## config.mk

```make
export PLATFORM = sky130hd
export DESIGN_NAME = rst_seq_ctrl
export DESIGN_NICKNAME = d
export VERILOG_FILES = /design/src/rtl/rst_ctrl_pkg.sv /design/src/rtl/sync_2ff.sv /design/src/rtl/rst_seq_ctrl.sv
export SDC_FILE = /design/constraint.sdc
export NUM_CORES = 1
export LEC_CHECK = 0
export ABC_AREA = 1
export BUFFER_PORTS_ARGS = -buffer_cell sky130_fd_sc_hd__buf_2
export CORE_AREA = 2 2 60 90
export DETAILED_ROUTE_END_ITERATION = 6
export DIE_AREA = 0 0 62 92
export PLACE_DENSITY = 0.81
export RECOVER_POWER = 25
export SKIP_LAST_GASP = 1
export SLEW_MARGIN = 25
export SYNTH_ARGS = -nofsm -noshare
export SYNTH_HDL_FRONTEND = slang
export SYNTH_HIERARCHICAL = 1
export SYNTH_SLANG_ARGS = --single-unit
```

## constraint.sdc

```tcl
create_clock -name clk -period 1.8 [get_ports clk]
set_input_delay 0.09 -clock clk [delete_from_list [all_inputs] [get_ports clk]]
set_output_delay 0.09 -clock clk [all_outputs]
set_load 0.005 [all_outputs]
```

## src/rtl/rst_ctrl_pkg.sv

```systemverilog
// Shared definitions for the reset sequencer: one-hot state encodings and a
// simulation-only helper that turns a state into a readable name.
package rst_ctrl_pkg;

    localparam int unsigned STATE_W = 8;

    typedef logic [STATE_W-1:0] state_t;

    localparam state_t IDLE       = 8'b0000_0001;
    localparam state_t DEASSERT   = 8'b0000_0010;
    localparam state_t WAIT_ACK   = 8'b0000_0100;
    localparam state_t GAP        = 8'b0000_1000;
    localparam state_t DONE       = 8'b0001_0000;
    localparam state_t RERST      = 8'b0010_0000;
    localparam state_t RERST_WAIT = 8'b0100_0000;
    localparam state_t ERROR      = 8'b1000_0000;

    function automatic string state_name(input state_t s);
        case (s)
            IDLE:       return "IDLE";
            DEASSERT:   return "DEASSERT";
            WAIT_ACK:   return "WAIT_ACK";
            GAP:        return "GAP";
            DONE:       return "DONE";
            RERST:      return "RERST";
            RERST_WAIT: return "RERST_WAIT";
            ERROR:      return "ERROR";
            default:    return "ILLEGAL";
        endcase
    endfunction

endpackage

```

## src/rtl/sync_2ff.sv

```systemverilog
// Two-flop synchronizer; both stages preset to 1 so a domain reads as "in reset"
// until its real status has crossed over.
module sync_2ff #(
    parameter int unsigned WIDTH = 1
) (
    input  logic             clk,
    input  logic             rst_async,
    input  logic [WIDTH-1:0] d,
    output logic [WIDTH-1:0] q
);

    logic [WIDTH-1:0] meta_q;
    logic [WIDTH-1:0] sync_q;

    always_ff @(posedge clk or posedge rst_async) begin
        if (rst_async) begin
            meta_q <= '1;
            sync_q <= '1;
        end else begin
            meta_q <= d;
            sync_q <= meta_q;
        end
    end

    assign q = sync_q;

endmodule

```

## src/rtl/rst_seq_ctrl.sv

```systemverilog
// Always-on reset sequencer: releases reset domains one at a time in index order,
// with ack timeout, retry after error and per-domain software re-reset.
module rst_seq_ctrl
    import rst_ctrl_pkg::*;
#(
    parameter int unsigned NUM_DOMAINS    = 4,
    parameter int unsigned IDX_W          = 2,
    parameter int unsigned GAP_CYCLES     = 16,
    parameter int unsigned TIMEOUT_CYCLES = 1024,
    parameter int unsigned PULSE_CYCLES   = 8,
    parameter int unsigned CNT_W          = 11
) (
    input  logic                   clk,
    input  logic                   rst_async,
    input  logic                   start,
    input  logic [NUM_DOMAINS-1:0] dom_rst,
    input  logic                   rerst_req,
    input  logic [IDX_W-1:0]       rerst_idx,
    output logic [NUM_DOMAINS-1:0] deassert,
    output logic [NUM_DOMAINS-1:0] dom_rst_async,
    output logic                   busy,
    output logic                   done,
    output logic                   err,
    output logic [IDX_W-1:0]       err_dom
);

    localparam logic [CNT_W-1:0] TMO_LOAD   = CNT_W'(TIMEOUT_CYCLES - 1);
    localparam logic [CNT_W-1:0] GAP_LOAD   = CNT_W'(GAP_CYCLES - 1);
    localparam logic [CNT_W-1:0] PULSE_LOAD = CNT_W'(PULSE_CYCLES - 1);
    localparam logic [IDX_W-1:0] LAST_IDX   = IDX_W'(NUM_DOMAINS - 1);

    state_t                 state_q, state_d;
    logic [IDX_W-1:0]       idx_q, idx_d;
    logic [CNT_W-1:0]       cnt_q, cnt_d;
    logic                   single_q, single_d;
    logic [NUM_DOMAINS-1:0] deassert_q, deassert_d;
    logic [NUM_DOMAINS-1:0] force_q, force_d;
    logic [IDX_W-1:0]       err_dom_q, err_dom_d;
    logic                   busy_q, busy_d;
    logic                   done_q, done_d;
    logic                   err_q, err_d;

    logic [NUM_DOMAINS-1:0] ack_n;
    logic [NUM_DOMAINS-1:0] idx_mask;
    logic [NUM_DOMAINS-1:0] rerst_mask;
    logic                   ack;
    logic                   in_reset;
    logic                   rerst_valid;

    sync_2ff #(
        .WIDTH (NUM_DOMAINS)
    ) u_ack_sync (
        .clk       (clk),
        .rst_async (rst_async),
        .d         (dom_rst),
        .q         (ack_n)
    );

    // Masks instead of variable bit-selects keep the index width independent of NUM_DOMAINS.
    assign idx_mask    = NUM_DOMAINS'(1) << idx_q;
    assign rerst_mask  = NUM_DOMAINS'(1) << rerst_idx;
    assign ack         = ~|(ack_n & idx_mask);
    assign in_reset    = |(ack_n & idx_mask);
    assign rerst_valid = (32'(rerst_idx) < NUM_DOMAINS);

    always_ff @(posedge clk or posedge rst_async) begin
        if (rst_async) begin
            state_q    <= IDLE;
            idx_q      <= '0;
            cnt_q      <= '0;
            single_q   <= 1'b0;
            deassert_q <= '0;
            force_q    <= '0;
            err_dom_q  <= '0;
            busy_q     <= 1'b0;
            done_q     <= 1'b0;
            err_q      <= 1'b0;
        end else begin
            state_q    <= state_d;
            idx_q      <= idx_d;
            cnt_q      <= cnt_d;
            single_q   <= single_d;
            deassert_q <= deassert_d;
            force_q    <= force_d;
            err_dom_q  <= err_dom_d;
            busy_q     <= busy_d;
            done_q     <= done_d;
            err_q      <= err_d;
        end
    end

    always_comb begin
        state_d    = state_q;
        idx_d      = idx_q;
        cnt_d      = cnt_q;
        single_d   = single_q;
        deassert_d = deassert_q;
        force_d    = force_q;
        err_dom_d  = err_dom_q;

        case (state_q)
            IDLE: begin
                if (start) begin
                    idx_d   = '0;
                    state_d = DEASSERT;
                end
            end
            DEASSERT: begin
                deassert_d = deassert_q | idx_mask;
                cnt_d      = TMO_LOAD;
                state_d    = WAIT_ACK;
            end
            WAIT_ACK: begin
                // An ack arriving on the last timeout cycle still counts.
                if (ack) begin
                    if (single_q || idx_q == LAST_IDX) begin
                        single_d = 1'b0;
                        state_d  = DONE;
                    end else begin
                        cnt_d   = GAP_LOAD;
                        state_d = GAP;
                    end
                end else if (cnt_q == '0) begin
                    err_dom_d = idx_q;
                    state_d   = ERROR;
                end else begin
                    cnt_d = cnt_q - CNT_W'(1);
                end
            end
            GAP: begin
                if (cnt_q == '0) begin
                    idx_d   = idx_q + IDX_W'(1);
                    state_d = DEASSERT;
                end else begin
                    cnt_d = cnt_q - CNT_W'(1);
                end
            end
            DONE: begin
                if (rerst_req && rerst_valid) begin
                    deassert_d = deassert_q & ~rerst_mask;
                    force_d    = force_q | rerst_mask;
                    idx_d      = rerst_idx;
                    single_d   = 1'b1;
                    cnt_d      = PULSE_LOAD;
                    state_d    = RERST;
                end
            end
            RERST: begin
                if (cnt_q == '0) begin
                    force_d = force_q & ~idx_mask;
                    state_d = RERST_WAIT;
                end else begin
                    cnt_d = cnt_q - CNT_W'(1);
                end
            end
            RERST_WAIT: begin
                // Release only once the domain has visibly gone back into reset.
                if (in_reset) begin
                    state_d = DEASSERT;
                end
            end
            ERROR: begin
                if (start) begin
                    state_d = DEASSERT;
                end
            end
            default: begin
                state_d = IDLE;
            end
        endcase
    end

    always_comb begin
        busy_d = (state_d != IDLE) && (state_d != DONE) && (state_d != ERROR);
        done_d = (state_d == DONE);
        err_d  = (state_d == ERROR);
    end

    assign deassert      = deassert_q;
    assign dom_rst_async = force_q;
    assign busy          = busy_q;
    assign done          = done_q;
    assign err           = err_q;
    assign err_dom       = err_dom_q;

endmodule

```

Word-level counts from Yosys, hierarchy flattened:

Cells that the tools add are included.

* register bits: 43
* latch bits: 0
* memory bits (writable): 0
* memory bits (read-only): 0
* input port bits: 10
* output and inout bits: 13
* logic and storage cells: 89
* memories kept: 0

* add/subtract/negate cells: 2
* multiply operators: 0
* divide/modulo/power cells: 0
* $lt $le $gt $ge: 0
* eq/ne operators: 21
* shifts and indexed selects: 2
* muxes and demuxes: 27
* bitwise operators: 7
* reductions and logical operators: 18

Operators with widths (count)
* $mux 8: 7
* $pmux 8 s7: 1
* $mux 11: 4
* $pmux 11 s4: 1
* $eq 8x5->1 const B: 2
* $eq 8x8->1 const B: 2
* $pmux 4 s2: 2
* $and 4x4->4: 3
* $mux 4: 3
* $ne 2x2->1 const B: 6
* $logic_not 11->1: 1
* $sub 11x1->11 const B: 1
* $reduce_and 3->1: 3
* $eq 8x1->1 const B: 1
* $eq 8x2->1 const B: 1
* $eq 8x3->1 const B: 1
* $eq 8x4->1 const B: 1
* $eq 8x6->1 const B: 1
* $eq 8x7->1 const B: 1
* $ne 8x1->1 const B: 1
* $ne 8x5->1 const B: 1
* $ne 8x8->1 const B: 1
* $not 4->4: 2
* $or 4x4->4: 2
* 18 further kinds: 28

Depth between registers and ports, before layout:

Gate-level depths: netlist of the first run.

* depth after elaboration: 8
* gate-level depth with buffers: 13
* mapped depth without buffers: 12

Modules after synthesis:

The synthesis of the first run kept the hierarchy.

Modules (own cells, without submodules)
* rst_seq_ctrl: instances 1, cells an instance 360, area an instance 2381.0 um2, seq. area each 877.1 um2
* sync_2ff: instances 1, cells an instance 9, area an instance 214.0 um2, seq. area each 210.2 um2

Worst setup path after synthesis of the first run:

OpenSTA, ideal clock, no wires.

* path kind: register to register
* from: register idx_q[0]
* to: register cnt_q[2]
* library setup time: 0.113 ns
* arrival time: 1.586 ns
* required time: 1.687 ns
* path slack: 0.101 ns
* stages on the path, launching flop included: 13
* buffers on the path: 0
* period minus slack after synthesis: 1.699 ns
* cells stage by stage: dfrtp_1 > inv_1 > ha_1 > nand2_1 > nand2_1 > nor2_4 > nand2_1 > o21ai_4 > inv_2 > nand2_4 > nand2_1 > nand2_1 > inv_1

* cells in the longest elaborated chain, start to end: 5
* elaborated cells between the ends (all ways): 9
* classes of those cells: 2 x eq/ne; 1 x shift; 2 x mux; 1 x bitwise; 3 x reduce/logical

Ends and longest elaborated chain
* start, declared: line rst_seq_ctrl.sv:33 `logic [IDX_W-1:0] idx_q, idx_d;`
* start signal, assigned: line rst_seq_ctrl.sv:80 `idx_q <= idx_d;`
* $shl 1x2->4: line rst_seq_ctrl.sv:60 `assign idx_mask = NUM_DOMAINS'(1) << idx_q;`
* $and 4x4->4: line rst_seq_ctrl.sv:62 `assign ack = ~|(ack_n & idx_mask);`
* $reduce_or 4->1: line rst_seq_ctrl.sv:62
* $mux 11 / $ne 3x3->1 (equally long branches)
* $pmux 11 s4 / $reduce_and 3->1 (equally long branches)
* end signal, assigned: line rst_seq_ctrl.sv:81 `cnt_q <= cnt_d;`
* end, declared: line rst_seq_ctrl.sv:34 `logic [CNT_W-1:0] cnt_q, cnt_d;`

Several ways; a longest one is shown, not always the timed one.
A chain may end at the register's enable or synchronous reset.

Worst setup path after layout of the first run:

* from: register idx_q[0]
* to: register cnt_q[1]

Same word-level chain as after synthesis.

==> flow_metrics.tcl, run 1 <==
set metrics [dict create \
    synth_top_area_cell "dfrtp_1" \
    portBuffers 22 \
    detail-route-antenna-nets 0 \
    antenna_found_initial 0 \
    finalHoldViolations 0 \
    syn_nets 385 \
    routabilityCongestion 0.956 \
    drt_drc_violations_left 0 \
    crit_top_cell "nand2_1" \
    synthXorXnorAreaFrac_pct 0.675 \
    postSynthAreaPerCell_um2 7.03 \
    cts_tree "yes" \
    synth_mux_area_share_pct 0 \
    crit_start "idx_q[0]" \
    finalCritPeriodShare_pct 97.3 \
    crit_path_top_delay_cell "dfrtp_2" \
    clockBufferDepth 2 \
    numCtsBuffers 5 \
    grt_pass1_wl_um 10500 \
    fmax_mhz 571 \
    ys_seq_area_share_pct 41.9 \
    dr_total_vias 2570 \
    avgRoutedWirePerCell_um 13.4 \
    vdd_drop_max_mv 0.548 \
    cts.sinks 43 \
    area_delta_synth_final_pct 22.0 \
    p_int_uw 2190 \
    drv_cap 0 \
    htreeDepth 2 \
    worst_path_largest_cell_delay_ns 0.45 \
    critical_path_arrival_ns 1.94 \
    clkLatencyLatePin_ns 0.30 \
    power_density_nw_per_um2 1180 \
    pin_count 23 \
    place_inst 471 \
    setup_violations 0 \
    multi_input_area_um2 1370 \
    clock_skew_ns 0.00683 \
    route.met3.wl_um 266 \
    rsz0062_at_grt "true" \
    dieArea_um2 5700 \
    dp_slack_ns -0.0314 \
    p_seq_share_pct 36.3 \
    grt_use_total_pct 24.4 \
    cts_root_buf "clkbuf_8" \
    n_fill_cell 414 \
    die_h_um 92 \
    synth_top_family_by_area "simple AND/OR/NAND/NOR gates" \
    worst-path-max-fanout 7 \
    firstDrtPassIters 5 \
    synth_simple_gate_area_share_pct 39.2 \
    syn_area_um2 2590 \
    p_leak_uw 0.00167 \
    highest_layer "met4" \
    worstHoldStart "start" \
    path_clk_slew_ns 0.09 \
    reg2reg_from "idx_q[0]" \
    relSlewSlack_pct 41.0 \
    synthAdderAreaFrac_pct 2.89 \
    dr_wl_met2_um 3630 \
    die_w_um 62 \
    drt_iter0_drc 278 \
    num_rows 32 \
    p_sw_share_pct 41.4 \
    hold_class "input pin to flop" \
    yosys-top-cells-area "dfrtp_1, nand2_1, dfstp_2, inv_1, nand3_1" \
    ys_warn_count 6 \
    n_antenna_cell 0 \
    combPwrFrac_pct 43.0 \
    wl_met1_um 2470 \
    syn_inst 369 \
    switchingPower_uw 1550 \
    core_um2 5000 \
    instances_no_fill 490 \
    hold-worst-slack_ns 0.0723 \
    critPathLaunchType "flop" \
    fin_tns_setup_ns 0 \
    layout_common_cells "nand2_1, inv_1, dfrtp_1" \
    final-seq-area_um2 1090 \
    start_util_pct 51.9 \
    grt_max_degree 36 \
    finalCriticalPeriod_ns 1.75 \
    first_global_vias 2548 \
    dp_hpwl_um 4710 \
    worst_pin_slew_ns 0.885 \
    p_total_uw 3750 \
    drt-total-wl_um 6580 \
    viasPerCell 5.24 \
    final_common_cell "nand2_1" \
    final_max_slew_viol_count 0 \
    p_clk_share_pct 20.7 \
    crit_chain "inv_2 -> ha_2 -> nand2_1 -> nand2_1 -> nor2_4 -> buf_4 -> inv_1 -> nand3_1 -> nand2_1 -> inv_1 -> nor2_1 -> nor2_1" \
    synth_top_area_share_pct 32.8 \
    grt_overflow 0 \
    ys_ff_latch 43 \
    critPathKind "flop to flop" \
    synth_compound_area_share_pct 7.38 \
    drive_gt1_share_pct 26.5 \
    cp-end-kind "flop" \
    status "complete, no violations" \
    worstPathRequired_ns 1.99 \
    final_nets 437 \
    synth_cell_type_count 25 \
    finalWorstSetupSlack_ns 0.0495 \
]
## power by group through the flow
stage | sequential [uW] | combinational (uW) | clock [uW]
after floorplan | 1360 | 1060 | 0
after global placement | 1360 | 1480 | 0
after detailed placement | 1360 | 1510 | 0
after CTS | 1350 | 1530 | 778
after global routing | 1390 | 1840 | 824
final | 1360 | 1610 | 774
## registers in the layout, summed over array words and instances (netlist names)
| signal | cells |
|---|---|
| cnt_q | 11 |
| state_q | 8 |
| deassert | 4 |
| dom_rst_async | 4 |
| u_ack_sync/meta_q | 4 |
| u_ack_sync/q | 4 |
| err_dom | 2 |
| idx_q | 2 |
| busy | 1 |
| done | 1 |
| err | 1 |
| single_q | 1 |
## stage by stage
stage          area [um2]  utilization, %
6_report             3170            63.2
5_1_grt              3170            63.2
4_1_cts              3060            61.1
3_5_place_dp         2880            57.5
3_3_place_gp         2880            57.5
2_1_floorplan        2590               -
## final timing paths
| kind | slack [ns] | cells past startpoint | to |
|---|---|---|---|
| worst max-delay path | 0.05 | 12 | cnt_q[1] |
| worst min-delay path | 0.07 | 3 | state_q[1] |
| worst max register to register | 0.05 | 12 | cnt_q[1] |
| worst min register to register | 0.36 | 0 | u_ack_sync/q[3] |
| max in group asynchronous | 0.60 | 4 | idx_q[0] |
| min in group asynchronous | 0.52 | 3 | u_ack_sync/meta_q[1] |
## Yosys cell counts
library cell	count
inv_2	8
a21oi_1	11
nand3_2	2
nand2_2	9
dfrtp_1	34
buf_6	1
ha_1	6
buf_2	1
nor2_1	35
nand4_1	4
nand2_1	137
nor2_2	6
inv_1	43
o21ai_4	1
dfstp_2	9
nand3_1	29
o21ai_1	3
nor3_1	2
o21ai_0	17
nor2_8	1
xor2_1	2
nor2_4	3
o22ai_1	2
nand2_4	2
o211ai_1	1
## kinds of logic after synthesis
family / Yosys count
DFF: 43
and+or+nand+nor: 230
xor gates and xnor gates: 2
adders and majority gates: 6
AOI/OAI and AO/OA: 35
buffers and inverters: 53
## what timing repair did
item,CTS,global route
buffers inserted,1,5
hold buffers,5,0
pin swaps,1,6
endpoints found under the hold margin,46,0
setup endpoints to repair,11,25
gates resized for setup,2,28
## layer usage
layer	GRT usage, %	vias to the layer above
li1	-	1248
met1	24.6	1207
met5	0	-
met2	44.4	93
met4	12.2	0
met3	4.37	22
## layout make-up
| type | count | area share [%] |
|---|---|---|
| inverter | 51 | 6.13 |
| multi-input combinational | 273 | 43.2 |
| clock buffer | 5 | 2.17 |
| sequential | 43 | 34.4 |
| timing repair buffer | 47 | 9.92 |
| tap | 68 | 2.69 |
| clock inverter | 3 | 1.46 |
## worst max-delay path: cells and delay by family, from the launching register on
kind          cells  cell delay, ns
fa+ha+maj         1            0.20
buf+inv           4            0.45
flops             1            0.45
simple gates      7            0.53
Power figures use the tool's default switching activity.
==> run 2, diff against run 1 <==
--- a/config.mk
+++ b/config.mk
@@ -11,7 +11,6 @@
 export DETAILED_ROUTE_END_ITERATION = 6
 export DIE_AREA = 0 0 62 92
 export PLACE_DENSITY = 0.81
-export RECOVER_POWER = 25
 export SKIP_LAST_GASP = 1
 export SLEW_MARGIN = 25
 export SYNTH_ARGS = -nofsm -noshare
==> run 2 against run 1 <==
Fmax is 0.19% lower. Non-clock buffer count did not move. First-iteration DRC count did not move. Register-to-register slack is essentially flat. Combinational power hardly changed. Die area unchanged. Utilization increased by 0.075 points. Sequential cell count unchanged. Final cell count unchanged. Via count hardly changed. Sequential power barely moved. Total power hardly changed. Critical endpoint unchanged.
==> flow_metrics.tcl, run 2 (synthesis results as in run 1) <==
set metrics [dict create \
    status "complete, no violations" \
    n_antenna_cell 0 \
    layout_common_cells "nand2_1, inv_1, dfrtp_1" \
    cts_root_buf "clkbuf_8" \
    first_global_vias 2548 \
    clkLatencyLatePin_ns 0.30 \
    rr_endpoint "cnt_q[1]" \
    combPwrFrac_pct 43.0 \
    area_delta_synth_final_pct 22.1 \
    drive_gt1_share_pct 26.8 \
    detail-route-antenna-nets 0 \
    cp-end-kind "flop" \
    numCtsBuffers 5 \
    p_seq_share_pct 36.3 \
    hold_class "input pin to flop" \
    grt_max_degree 36 \
    firstDrtPassIters 4 \
    largest_reg_flops 11 \
    reg2reg_from "idx_q[0]" \
    core_um2 5000 \
    vdd_drop_max_mv 0.548 \
    drt_iter0_drc 278 \
    p_clk_share_pct 20.7 \
    p_int_uw 2200 \
    rsz0062_at_grt "true" \
    path_clk_slew_ns 0.09 \
    clockBufferDepth 2 \
    dieArea_um2 5700 \
    p_leak_uw 0.00167 \
    route.met3.wl_um 278 \
    cts_tree "yes" \
    fmax_mhz 570 \
    dp_hpwl_um 4710 \
    finalCriticalPeriod_ns 1.75 \
    drt_drc_violations_left 0 \
    drt-total-wl_um 6570 \
    drv_cap 0 \
    crit_start "idx_q[0]" \
    critPathCapture "cnt_q[1]" \
    portBuffers 22 \
    htreeDepth 2 \
    critPathKind "flop to flop" \
    die_h_um 92 \
    finalHoldViolations 0 \
    setup_violations 0 \
    finalInstanceArea_um2 3170 \
    clock_skew_ns 0.00680 \
    biggestRegsByFlops "cnt_q x11, state_q x8" \
    grt_overflow 0 \
    p_sw_share_pct 41.4 \
    grt_use_total_pct 24.4 \
    cts.sinks 43 \
    wl_met1_um 2460 \
    highest_layer "met4" \
    start_util_pct 51.9 \
    antenna_found_initial 0 \
    r2r_slack_ns 0.05 \
    die_w_um 62 \
    critPathLaunchType "flop" \
    worst-path-max-fanout 7 \
    routabilityCongestion 0.956 \
    worstPathRequired_ns 1.99 \
    relSlewSlack_pct 69.7 \
    final_nets 437 \
    grt_pass1_wl_um 10500 \
    final_common_cell "nand2_1" \
    power_density_nw_per_um2 1180 \
    num_rows 32 \
    final_max_slew_viol_count 0 \
    dp_slack_ns -0.0314 \
    worst_pin_slew_ns 0.454 \
    top_register "cnt_q" \
    critical_path_arrival_ns 1.95 \
    switchingPower_uw 1550 \
    rr_worst_depth 12 \
    placed_area_um2 2880 \
    finalWorstSetupSlack_ns 0.0462 \
    dr_total_vias 2571 \
    viasPerCell 5.25 \
    pin_count 23 \
    avgRoutedWirePerCell_um 13.4 \
    dr_wl_met2_um 3620 \
    finalCritPeriodShare_pct 97.4 \
]
[run 2: changes by cell type in the layout (fill, tap and decap cells not counted), sizes merged]
cell | before | now
clkbuf | 7 | 5
buf | 40 | 42
[run 2: timing repair]
action                                  CTS  global route
hold buffers                              5             0
gates resized for setup                   2            28
buffers inserted                          1             5
endpoints found under the hold margin    46             0
pin swaps                                 1             6
endpoints found under the setup margin   11            25
[run 2: critical path, cell delays in order (launching register included)]
cell     delay, ns
dfrtp_2       0.45
inv_2         0.09
ha_2          0.20
nand2_1       0.05
nand2_1       0.10
nor2_4        0.06
buf_4         0.13
inv_1         0.20
nand3_1       0.11
nand2_1       0.07
inv_1         0.04
nor2_1        0.09
nor2_1        0.05
[run 2: metal layers]
| layer | track usage, % | vias up |
|---|---|---|
| met3 | 4.37 | 22 |
| met4 | 12.2 | 0 |
| met1 | 24.6 | 1205 |
| met5 | 0 | - |
| li1 | - | 1248 |
| met2 | 44.4 | 96 |
[run 2: power by group through the flow]
stage / logic, uW / clock network (uW) / registers (uW)
final: 1610 / 775 / 1360
after detailed placement: 1510 / 0 / 1360
after global placement: 1480 / 0 / 1360
after global routing: 1840 / 824 / 1390
after floorplan: 1060 / 0 / 1360
after CTS: 1530 / 778 / 1350
[run 2: metrics by stage]
step	std cells	power, uW	hold slack [ns]	util [%]	setup TNS, ns
floorplan	369	2420	0.0945	-	0
global placement	471	2830	0.197	57.5	0
detailed placement	471	2870	0.197	57.5	-0.0858
CTS	485	3660	0.0566	61.1	0
global route	490	4060	0.0830	63.3	-0.673
finish	490	3750	0.0729	63.3	0
[run 2: layout make-up]
type / count / area, um2
Timing Repair Buffer: 47 / 318
Clock inverter: 3 / 46.3
Fill cell: 413 / 1840
Tap cell: 68 / 85.1
Inverter: 51 / 194
Clock buffer: 5 / 68.8
Multi-Input combinational cell: 273 / 1370
Sequential cell: 43 / 1090
[run 2: worst min-delay path by stage]
stage	startpoint	to	depth (start not counted)
floorplan	dom_rst[0]	u_ack_sync/meta_q[0]	0
global placement	dom_rst[3]	u_ack_sync/meta_q[3]	1
detailed placement	dom_rst[3]	u_ack_sync/meta_q[3]	1
CTS	start	state_q[1]	3
global route	start	state_q[1]	3
finish	start	state_q[1]	3
==> run 3, diff against run 2 <==
--- a/config.mk
+++ b/config.mk
@@ -7,10 +7,12 @@
 export LEC_CHECK = 0
 export ABC_AREA = 1
 export BUFFER_PORTS_ARGS = -buffer_cell sky130_fd_sc_hd__buf_2
-export CORE_AREA = 2 2 60 90
+export CORE_AREA = 3 3 61 91
 export DETAILED_ROUTE_END_ITERATION = 6
-export DIE_AREA = 0 0 62 92
+export DIE_AREA = 0 0 64 94
+export HOLD_SLACK_MARGIN = 0.02
 export PLACE_DENSITY = 0.81
+export SETUP_SLACK_MARGIN = 0.3
 export SKIP_LAST_GASP = 1
 export SLEW_MARGIN = 25
 export SYNTH_ARGS = -nofsm -noshare
==> run 3 against run 2 <==
The flow now finishes with violations (negative setup slack). Clock-buffer cell count is 2 higher. Critical path type unchanged. Clock power fell by 0.5%. First-iteration DRC count grew 24%. Cell area up 20%.
==> flow_metrics.tcl, run 3 (synthesis results as in run 1) <==
set metrics [dict create \
    portBuffers 22 \
    place_inst 462 \
    first_global_vias 2849 \
    finalHoldViolations 0 \
    relSlewSlack_pct 68.2 \
    drt_drc_violations_left 0 \
    clockBufferDepth 2 \
    finalCoreUtilization_pct 78.7 \
    core_um2 4850 \
    vdd_drop_max_mv 1.04 \
    critPathCapture "single_q" \
    dieArea_um2 6020 \
    fin_tns_setup_ns -0.0539 \
    hold-worst-slack_ns 0.109 \
    drt-total-wl_um 9500 \
    cts_tree "yes" \
    antenna_found_initial 0 \
    start_util_pct 53.5 \
    dp_hpwl_um 4680 \
    worst_pin_slew_ns 0.477 \
    rsz0062_at_grt "true" \
    die_h_um 94 \
    viasPerCell 5.81 \
    worst-path-max-fanout 4 \
    worstPathRequired_ns 2.06 \
    crit_start "idx_q[1]" \
    clock_skew_ns 0.0167 \
    grt.met2_usage_pct 51.3 \
    largest_reg_flops 11 \
    die_w_um 64 \
    instances_no_fill 516 \
    critPathLaunchType "flop" \
    setup_violations 4 \
    power_density_nw_per_um2 1120 \
    cts.sinks 43 \
    top_register "cnt_q" \
    num_rows 31 \
    r2r_slack_ns -0.02 \
    critPathKind "flop to flop" \
    biggestRegsByFlops "cnt_q x11, state_q x8" \
    routabilityCongestion 0.932 \
    reg2reg_from "idx_q[1]" \
    cts_root_buf "clkbuf_8" \
    path_clk_slew_ns 0.09 \
    rr_worst_depth 11 \
    met1_usage_pct 29.6 \
    drv_cap 0 \
    grt_max_degree 36 \
    drt_iter0_drc 346 \
    htreeDepth 2 \
    final_nets 465 \
    dr_total_vias 2998 \
    grt_overflow 0 \
    fmax_mhz 548 \
    firstDrtPassIters 5 \
    finalCriticalPeriod_ns 1.82 \
    drive_gt1_share_pct 45.3 \
    grt_pass1_wl_um 13300 \
    p_leak_uw 0.00201 \
    area_delta_synth_final_pct 47.1 \
    grt_use_total_pct 28.2 \
    status "complete, but fails checks" \
    critical_path_arrival_ns 2.09 \
    rr_endpoint "single_q" \
    grt_util_met3_pct 5.15 \
    numCtsBuffers 5 \
    top_usage_layer "met2" \
    avgRoutedWirePerCell_um 18.4 \
    pin_count 23 \
    detail-route-antenna-nets 0 \
    final_max_slew_viol_count 0 \
    final_common_cell "nand2_1" \
    cp-end-kind "flop" \
    clkLatencyLatePin_ns 0.32 \
    finalWorstSetupSlack_ns -0.0242 \
    finalCritPeriodShare_pct 101 \
    layout_common_cells "nand2_1, buf_4, inv_1" \
    n_antenna_cell 0 \
    p_total_uw 4290 \
    violations "negative setup slack" \
    hold_class "input pin to flop" \
]
## run 3: cell types whose count changed in the layout (fill, tap and decap cells not counted), moves of 6 or more
| cell | before | now |
|---|---|---|
| nor2_4 | 4 | 10 |
| buf_6 | 2 | 9 |
| nand2_2 | 14 | 32 |
| nand2_1 | 130 | 93 |
| inv_1 | 39 | 33 |
| a21oi_1 | 11 | 3 |
| buf_4 | 18 | 36 |
| o21ai_0 | 16 | 10 |
| nand2_4 | 4 | 20 |
| a21oi_2 | 0 | 8 |
## run 3: what timing repair did
action | CTS | global route
setup endpoints to repair | 30 | 33
buffers inserted | 28 | 12
endpoints found under the hold margin | 46 | 0
gates cloned | 1 | 0
pin swaps | 34 | 34
hold buffers | 5 | 0
gates resized for setup | 66 | 67
## run 3: worst min-delay path by stage
| stage | start | depth (start not counted) | slack, ns | to |
|---|---|---|---|---|
| after detailed placement | dom_rst[0] | 1 | 0.20 | u_ack_sync/meta_q[0] |
| after CTS | start | 3 | 0.07 | state_q[1] |
| after global routing | start | 3 | 0.11 | state_q[1] |
| after global placement | dom_rst[0] | 1 | 0.20 | u_ack_sync/meta_q[0] |
| final | start | 3 | 0.11 | state_q[1] |
| after floorplan | dom_rst[0] | 0 | 0.09 | u_ack_sync/meta_q[0] |
## run 3: metal layers
metal,share of wire (%),vias up
met1,36,1424
li1,-,1310
met2,51,189
met5,0,-
met4,7.3,0
met3,5.8,75
## run 3: metrics by stage
stage	instance area [um2]	worst slack, ns
after floorplan	2640	0.170
after global placement	2860	0.0700
after detailed placement	2860	-0.00574
after CTS	3500	0.147
after global routing	3820	-0.0842
final	3820	-0.0242
## run 3: worst max-delay path, cell delays in order (launching register included)
cell and delay, ns:
dfrtp_2 0.49, inv_4 0.12, ha_4 0.15, nand2_2 0.06
nand2_2 0.09, nor2_4 0.05, buf_6 0.13, nor2_4 0.24
inv_2 0.12, o211ai_1 0.12, nand2_1 0.11, nand2_1 0.08
## run 3: layout make-up
cell class / count / area, um2
multi-input cells: 274 / 1760
flip-flops and latches: 43 / 1090
fillers: 273 / 1030
repair buffers: 74 / 572
inverters: 51 / 208
well taps: 66 / 82.6
clock buffers: 7 / 76.3
clock inverters: 1 / 30.0
## run 3: report_power, final
group,internal [uW],switching [uW],leakage (uW)
Clock,416,355,0.0000524
Combinational,789,1320,0.00143
Sequential,1190,218,0.000528
